<file path="config.mk">
export PLATFORM = sky130hd
export DESIGN_NAME = alu_arbiter_flat
export DESIGN_NICKNAME = d
export VERILOG_FILES = /design/src/rtl/alu_arbiter_if.sv /design/src/rtl/alu_arbiter.sv /design/src/flat_wrapper.sv
export SDC_FILE = /design/constraint.sdc
export NUM_CORES = 1
export LEC_CHECK = 0
export CELL_PAD_IN_SITES_DETAIL_PLACEMENT = 2
export CELL_PAD_IN_SITES_GLOBAL_PLACEMENT = 2
export CORE_MARGIN = 5
export CORE_UTILIZATION = 23
export CTS_CLUSTER_DIAMETER = 80
export DETAILED_ROUTE_END_ITERATION = 8
export PLACE_DENSITY_LB_ADDON = 0.3
export SETUP_SLACK_MARGIN = 0.4
export SYNTH_ARGS = -nofsm -noshare
export SYNTH_HDL_FRONTEND = slang
export SYNTH_SLANG_ARGS = --single-unit
</file>
<file path="constraint.sdc">
create_clock -name clk -period 1.35 [get_ports clk]
set_clock_uncertainty 0.1 [all_clocks]
set_input_delay 0.2025 -clock clk [delete_from_list [all_inputs] [get_ports clk]]
set_output_delay 0.2025 -clock clk [all_outputs]
set_load 0.01 [all_outputs]
</file>
<file path="src/rtl/alu_arbiter_if.sv">
// Bundle of the two requester ports, the result/status outputs and the external ALU hookup.
// The slave modport is the arbiter side; master is the requesters plus the external ALU.
interface alu_arbiter_if;
    logic       req0;
    logic       req1;
    logic [7:0] opa0;
    logic [7:0] opb0;
    logic [7:0] opa1;
    logic [7:0] opb1;
    logic [2:0] sel0;
    logic [2:0] sel1;
    logic       ack0;
    logic       ack1;
    logic       done0;
    logic       done1;
    logic [7:0] res;
    logic       busy;
    logic [7:0] op_cnt;
    logic [7:0] alu_opa;
    logic [7:0] alu_opb;
    logic [2:0] alu_sel;
    logic [7:0] alu_res;

    modport slave (
        input  req0, req1, opa0, opb0, opa1, opb1, sel0, sel1, alu_res,
        output ack0, ack1, done0, done1, res, busy, op_cnt, alu_opa, alu_opb, alu_sel
    );

    modport master (
        output req0, req1, opa0, opb0, opa1, opb1, sel0, sel1, alu_res,
        input  ack0, ack1, done0, done1, res, busy, op_cnt, alu_opa, alu_opb, alu_sel
    );
endinterface

</file>
<file path="src/rtl/alu_arbiter.sv">
// Two-requester front end for a shared external 8-bit ALU: arbitrates, latches operands,
// runs one IDLE -> EXEC -> DONE pass per operation and returns a registered result.
module alu_arbiter #(
    parameter bit RR_EN = 1'b1
) (
    input  logic         clk,
    input  logic         nrst,
    alu_arbiter_if.slave bus
);

    typedef enum logic [1:0] {
        IDLE = 2'd0,
        EXEC = 2'd1,
        DONE = 2'd2
    } state_e;

    state_e     state_q, state_d;
    logic       accept_s;
    logic       grant_s;
    logic       win_q, win_d;
    logic       ptr_q, ptr_d;
    logic [7:0] opa_q, opa_d;
    logic [7:0] opb_q, opb_d;
    logic [2:0] sel_q, sel_d;
    logic [7:0] res_q, res_d;
    logic [7:0] cnt_q, cnt_d;
    logic       ack0_q, ack0_d;
    logic       ack1_q, ack1_d;
    logic       done0_q, done0_d;
    logic       done1_q, done1_d;
    logic       busy_q, busy_d;

    // Arbitration: a lone requester always wins; contention goes to the pointer or to requester 0
    always_comb begin
        accept_s = bus.req0 | bus.req1;
        grant_s  = 1'b0;
        if (bus.req0 && bus.req1) begin
            grant_s = RR_EN ? ptr_q : 1'b0;
        end else if (bus.req1) begin
            grant_s = 1'b1;
        end else begin
            grant_s = 1'b0;
        end
    end

    // State register
    always_ff @(posedge clk or negedge nrst) begin
        if (!nrst) begin
            state_q <= IDLE;
        end else begin
            state_q <= state_d;
        end
    end

    // Next-state logic
    always_comb begin
        state_d = state_q;
        case (state_q)
            IDLE: begin
                if (accept_s) begin
                    state_d = EXEC;
                end else begin
                    state_d = IDLE;
                end
            end
            EXEC:    state_d = DONE;
            DONE:    state_d = IDLE;
            default: state_d = IDLE;
        endcase
    end

    // Output/datapath logic; ack and done are computed one state early so they leave a flop
    always_comb begin
        opa_d   = opa_q;
        opb_d   = opb_q;
        sel_d   = sel_q;
        win_d   = win_q;
        ptr_d   = ptr_q;
        res_d   = res_q;
        cnt_d   = cnt_q;
        ack0_d  = 1'b0;
        ack1_d  = 1'b0;
        done0_d = 1'b0;
        done1_d = 1'b0;
        busy_d  = (state_d != IDLE);
        case (state_q)
            IDLE: begin
                if (accept_s) begin
                    opa_d  = grant_s ? bus.opa1 : bus.opa0;
                    opb_d  = grant_s ? bus.opb1 : bus.opb0;
                    sel_d  = grant_s ? bus.sel1 : bus.sel0;
                    win_d  = grant_s;
                    // Priority passes to whichever requester did not just win
                    ptr_d  = ~grant_s;
                    ack0_d = ~grant_s;
                    ack1_d = grant_s;
                end else begin
                    ack0_d = 1'b0;
                    ack1_d = 1'b0;
                end
            end
            EXEC: begin
                res_d   = bus.alu_res;
                cnt_d   = cnt_q + 8'd1;
                done0_d = ~win_q;
                done1_d = win_q;
            end
            DONE: begin
                done0_d = 1'b0;
                done1_d = 1'b0;
            end
            default: begin
                ack0_d = 1'b0;
                ack1_d = 1'b0;
            end
        endcase
    end

    // Operand latches, result, counter and registered handshake outputs
    always_ff @(posedge clk or negedge nrst) begin
        if (!nrst) begin
            opa_q   <= 8'h00;
            opb_q   <= 8'h00;
            sel_q   <= 3'b000;
            win_q   <= 1'b0;
            ptr_q   <= 1'b0;
            res_q   <= 8'h00;
            cnt_q   <= 8'h00;
            ack0_q  <= 1'b0;
            ack1_q  <= 1'b0;
            done0_q <= 1'b0;
            done1_q <= 1'b0;
            busy_q  <= 1'b0;
        end else begin
            opa_q   <= opa_d;
            opb_q   <= opb_d;
            sel_q   <= sel_d;
            win_q   <= win_d;
            ptr_q   <= ptr_d;
            res_q   <= res_d;
            cnt_q   <= cnt_d;
            ack0_q  <= ack0_d;
            ack1_q  <= ack1_d;
            done0_q <= done0_d;
            done1_q <= done1_d;
            busy_q  <= busy_d;
        end
    end

    // ALU inputs come straight from the latches so they only move on an acceptance
    assign bus.alu_opa = opa_q;
    assign bus.alu_opb = opb_q;
    assign bus.alu_sel = sel_q;
    assign bus.res     = res_q;
    assign bus.op_cnt  = cnt_q;
    assign bus.ack0    = ack0_q;
    assign bus.ack1    = ack1_q;
    assign bus.done0   = done0_q;
    assign bus.done1   = done1_q;
    assign bus.busy    = busy_q;

endmodule

</file>
<file path="src/flat_wrapper.sv">
// flat-port wrapper written by rule: the top's interface ports become plain ports
module alu_arbiter_flat 
#(
    parameter bit RR_EN = 1'b1
)
  (clk, nrst, bus_req0, bus_req1, bus_opa0, bus_opb0, bus_opa1, bus_opb1, bus_sel0, bus_sel1, bus_alu_res, bus_ack0, bus_ack1, bus_done0, bus_done1, bus_res, bus_busy, bus_op_cnt, bus_alu_opa, bus_alu_opb, bus_alu_sel);
  alu_arbiter_if bus_i ();
  input  logic clk;
  input  logic nrst;
  input wire logic [$bits(bus_i.req0)-1:0] bus_req0;
  input wire logic [$bits(bus_i.req1)-1:0] bus_req1;
  input wire logic [$bits(bus_i.opa0)-1:0] bus_opa0;
  input wire logic [$bits(bus_i.opb0)-1:0] bus_opb0;
  input wire logic [$bits(bus_i.opa1)-1:0] bus_opa1;
  input wire logic [$bits(bus_i.opb1)-1:0] bus_opb1;
  input wire logic [$bits(bus_i.sel0)-1:0] bus_sel0;
  input wire logic [$bits(bus_i.sel1)-1:0] bus_sel1;
  input wire logic [$bits(bus_i.alu_res)-1:0] bus_alu_res;
  output wire logic [$bits(bus_i.ack0)-1:0] bus_ack0;
  output wire logic [$bits(bus_i.ack1)-1:0] bus_ack1;
  output wire logic [$bits(bus_i.done0)-1:0] bus_done0;
  output wire logic [$bits(bus_i.done1)-1:0] bus_done1;
  output wire logic [$bits(bus_i.res)-1:0] bus_res;
  output wire logic [$bits(bus_i.busy)-1:0] bus_busy;
  output wire logic [$bits(bus_i.op_cnt)-1:0] bus_op_cnt;
  output wire logic [$bits(bus_i.alu_opa)-1:0] bus_alu_opa;
  output wire logic [$bits(bus_i.alu_opb)-1:0] bus_alu_opb;
  output wire logic [$bits(bus_i.alu_sel)-1:0] bus_alu_sel;
  assign bus_i.req0 = bus_req0;
  assign bus_i.req1 = bus_req1;
  assign bus_i.opa0 = bus_opa0;
  assign bus_i.opb0 = bus_opb0;
  assign bus_i.opa1 = bus_opa1;
  assign bus_i.opb1 = bus_opb1;
  assign bus_i.sel0 = bus_sel0;
  assign bus_i.sel1 = bus_sel1;
  assign bus_i.alu_res = bus_alu_res;
  assign bus_ack0 = bus_i.ack0;
  assign bus_ack1 = bus_i.ack1;
  assign bus_done0 = bus_i.done0;
  assign bus_done1 = bus_i.done1;
  assign bus_res = bus_i.res;
  assign bus_busy = bus_i.busy;
  assign bus_op_cnt = bus_i.op_cnt;
  assign bus_alu_opa = bus_i.alu_opa;
  assign bus_alu_opb = bus_i.alu_opb;
  assign bus_alu_sel = bus_i.alu_sel;
  alu_arbiter #(.RR_EN(RR_EN)) u_core (.clk(clk), .nrst(nrst), .bus(bus_i));
endmodule
</file>
Yosys cells after proc, flatten, opt, wreduce, memory -nomap -nowiden. Index checks and enable logic that the tools add are counted.

Add/sub/neg operators: 1. Equality and inequality tests: 1. Bitwise logic cells: 3. Reduce and logical (&&, ||, !) cells: 4. Mux-type cells: 13.

Operator list (count): two-way mux 8 bit (2); two-way mux 1 bit (9); adder 8 x 1 -> 8 bit, second input constant (1); one-hot mux 2 bit (2 select lines) (1); two-way mux 3 bit (1); == test 2 x 1 -> 1 bit, second input constant (1); zero test 2 bit (1); NOT 1 bit (2); AND reduction 2 bit (1); nonzero test 2 bit (1); logical AND 1 bit (1); OR 1 bit (1).

Register bits after elaboration: 44. Logic and storage cells: 35.

Depth between registers and ports, before layout.
Word-level depth: 5. Depth in mapped cells: 6. Depth with buffers taken out: 4.

Least setup slack after synthesis. OpenSTA, ideal clock, no wires.

Path kind: reg-to-reg. From: register u_core.state_q[1]. To: register u_core.opa_q[0] (netlist: u_core.bus.alu_opa[0]). Stages on the path, launching flop included: 7. Clock period less this slack: 1441 ps. Data required time: 1177 ps. Setup slack: -91 ps. Path buffers: 2. Arrival: 1268 ps. Cells stage by stage: dfrtp_1 or2_1 buf_6 or2_4 clkinv_4 buf_12 a2bb2oi_2.

Word-level cells in the longest chain between the ends: 2.

RTL lines: start: declaration (RTL line alu_arbiter.sv:17) `state_e state_q, state_d;`; start signal: assignment (RTL line alu_arbiter.sv:51) `state_q <= state_d;`; zero test 2 bit (RTL line alu_arbiter.sv:86) `case (state_q)`; AND reduction 2 bit (no source line); end signal: assignment (RTL line alu_arbiter.sv:135) `opa_q <= opa_d;`; end: declaration (RTL line alu_arbiter.sv:22) `logic [7:0] opa_q, opa_d;`.

No other way between the ends. A chain may end at the register's enable or synchronous reset.

Final worst setup path.
From: register u_core.state_q[0]. To: register u_core.win_q.

Word-level cells in the longest chain between the ends: 2.

RTL lines: zero test 2 bit (RTL line alu_arbiter.sv:86); AND reduction 2 bit (no source line); end signal: assignment (RTL line alu_arbiter.sv:138) `win_q <= win_d;`; end: declaration (RTL line alu_arbiter.sv:20) `logic win_q, win_d;`.

No other way between the ends.

==> flow_metrics.py <==
metrics = {
    "outcome": {
        "status": "finished with violations",
        "violations": "hold timing, setup timing",
    },
    "logic_synthesis": {
        "syn-num-nets": 230,
        "async_flop_share_pct": 100,
        "synth-main-ff-cell": "dfrtp_1",
        "synth_warnings": 0,
        "synth_area_mm2": 0.00207,
        "synth_seq_area_share_pct": 53.1,
        "yosysUniqueCellTypes": 26,
        "syn_inst": 179,
        "synth_seq_cells": 44,
        "synth_edf_count": 0,
        "syn_avg_cell_area_um2": 11.6,
    },
    "timing": {
        "fin_crit_ns": 1.41,
        "holdWs_ns": -0.318,
        "hold_viol": 44,
        "rsz0062_at_grt": "yes",
        "setup_viol": 18,
        "min_period_over_period_pct": 105,
        "max_slew.worst_pin.slew_ns": 0.333,
        "slew_violations": 0,
        "max_slew_margin_pct": 77.8,
        "max_freq_mhz": 709,
        "fin_ws_ns": -0.0609,
    },
    "floorplan": {
        "coreArea_mm2": 0.00876,
        "die_w_um": 105,
        "dieArea_mm2": 0.0110,
        "die_height_um": 105,
        "io_pins": 90,
        "start_util_pct": 23.7,
        "num_rows": 34,
    },
    "critical_path": {
        "endpoint_kind": "flip-flop",
        "required_ns": 1.45,
        "crit_start": "u_core.state_q[0]$_DFF_PN0_",
        "r2r_start": "u_core.state_q[0]$_DFF_PN0_",
        "start_kind": "flip-flop",
        "crit-reg2reg-capture": "u_core.win_q$_DFFE_PN0P_",
        "crit_arrival_ns": 1.51,
        "cp_max_fo": 3,
        "crit_type": "reg -> reg",
        "reg2reg_slack_ns": -0.06,
        "worst-r2r-cell-count": 4,
    },
    "cts": {
        "cts.clk_slew.worst_paths_ns": 0.09,
        "insertion_delay_ns": 0.30,
        "cts_made_buffers": 5,
        "clk_path_buf_depth": 2,
        "clockRootBuffer": "clkbuf_8",
        "cts.sinks": 44,
        "cts_tree": "done",
        "htreeDepth": 2,
    },
    "place": {
        "gp_congestion": 0.705,
        "place_ws_ns": -0.404,
        "place_area_mm2": 0.00319,
        "portBuffers": 89,
        "hpwlAfterDp_um": 5330,
    },
    "pwr": {
        "power_density_mw_per_mm2": 2230,
        "clock_power_share_pct": 13.2,
        "comb_power_share_pct": 58.9,
        "p_seq_share_pct": 27.8,
        "p_sw_mw": 2.98,
        "p_int_mw": 5.30,
        "max-vdd-ir-drop_mv": 0.537,
        "leakagePower_nw": 1.62,
        "switching_share_pct": 36.0,
    },
    "route": {
        "drt-total-wl_um": 7940,
        "wl_per_cell_um": 18.5,
        "vias": 1997,
        "drc_errors": 0,
        "drtIter0Drc": 40,
        "dr.pass1.iters": 4,
        "via_per_inst": 4.66,
        "ant_nets": 0,
    },
    "cells_and_area": {
        "final_cell_area_mm2": 0.00372,
        "mostFrequentLayoutCells": "buf_4 (52), clkdlybuf4s50_1 (48), dfrtp_1 (43)",
        "diodes": 0,
        "drive_gt1_share_pct": 50.5,
        "layout.nets": 371,
        "synthToLayoutAreaGrowth_pct": 79.4,
        "layout_commonest_cell": "buf_4",
    },
    "hold_path": {
        "hold_path.class": "in -> async",
    },
    "global_routing": {
        "grt_max_degree": 33,
        "grt_first_pass_wirelength_um": 12400,
        "grt_pass1_vias": 2288,
        "grt_usage_pct": 14.2,
        "antenna_found_initial": 0,
        "grt.overflow.total": 0,
    },
    "run": {
        "drv_cap": 0,
    },
}
## what timing repair did
item                                    CTS  global route
pin swaps                                 9             5
gates resized for setup                 203            17
hold endpoints to repair                 12            12
endpoints found under the setup margin   83            84
buffers inserted                         26            12
cloned                                    1             1
## routing by layer
metal  wire length, um  GRT usage [%]  part of all wire, %  up-vias
met3               321           2.96                  4.0       10
met2              4100           24.4                   52       55
met1              3380           17.5                   43      990
met5                 0              0                    0        -
li1                  -              -                    -      942
met4               136           5.02                  1.7        0
## through the flow
stage / power (mW) / hold WS, ns / std cells / TNS (ns) / utilization [%]
final: 8.28 / -0.318 / 429 / -0.494 / 42.5
after detailed placement: 6.26 / 0.0195 / 381 / -8.51 / 36.4
after CTS: 7.91 / -0.322 / 416 / -0.901 / 40.4
after global placement: 6.14 / 0.0209 / 381 / -7.70 / 36.4
after global routing: 8.86 / -0.304 / 429 / -1.38 / 42.5
after floorplan: 4.42 / -0.193 / 179 / -1.36 / -
## how the worst max path moves through the flow
stage	endpoint
global route	u_core.win_q$_DFFE_PN0P_
finish	u_core.win_q$_DFFE_PN0P_
CTS	u_core.bus.alu_sel[2]$_DFFE_PN0P_
global placement	u_core.bus.alu_opa[2]$_DFFE_PN0P_
detailed placement	u_core.bus.alu_sel[2]$_DFFE_PN0P_
floorplan	u_core.bus.alu_opa[0]$_DFFE_PN0P_
## flip-flops by register name (all words and copies together) (netlist names)
| register | flops |
|---|---|
| u_core.bus.alu_opa | 8 |
| u_core.bus.alu_opb | 8 |
| u_core.bus.op_cnt | 8 |
| u_core.bus.res | 8 |
| u_core.bus.alu_sel | 3 |
| u_core.state_q | 2 |
| u_core.bus.ack0 | 1 |
| u_core.bus.ack1 | 1 |
| u_core.bus.busy | 1 |
| u_core.bus.done0 | 1 |
| u_core.bus.done1 | 1 |
| u_core.ptr_q | 1 |
| u_core.win_q | 1 |
## final cells by class
class,count,area (um2)
Timing Repair inverter,1,11.3
Tap cell,108,135
Fill cell,915,5040
Sequential cell,44,1100
Timing Repair Buffer,150,1310
Clock buffer,6,82.6
Multi-Input combinational cell,115,1020
Inverter,3,28.8
Clock inverter,2,38.8
## synthesized netlist by cell type (2+ instances only)
library cell,n,area share (%)
nor2_1,3,0.54
o21ai_1,2,0.48
o21ai_0,19,4.6
xnor2_1,7,3.0
nand4_1,3,0.90
clkbuf_1,12,2.2
nand2_1,32,5.8
dfrtp_1,44,53
nand2b_1,2,0.60
a311oi_1,19,8.0
a2bb2oi_2,19,14
inv_1,2,0.36
buf_12,2,1.9
## logic make-up (layout without fill, tap and decap cells)
family          count (synthesis)  count (layout)  share of synthesized area [%]
compound gates                 61              61                           27.5
simple gates                   46              46                           9.95
flops                          44              44                           53.1
buf+inv                        20             162                           5.91
xor+xnor                        7               7                           2.96
fa+ha+maj                       1               1                          0.603
## power groups by stage
stage	registers (mW)	logic [mW]	clock network, mW
final	2.30	4.88	1.10
after global routing	2.38	5.27	1.21
after CTS	2.28	4.48	1.15
after detailed placement	2.38	3.87	0
after global placement	2.35	3.78	0
after floorplan	2.59	1.83	0
## critical path, stage by stage (launching register included)
cell and delay [ns]:
dfrtp_1 0.38, or2_4 0.27, or2_4 0.30, buf_6 0.15, o2bb2ai_2 0.10
Power figures use the tool's default switching activity.
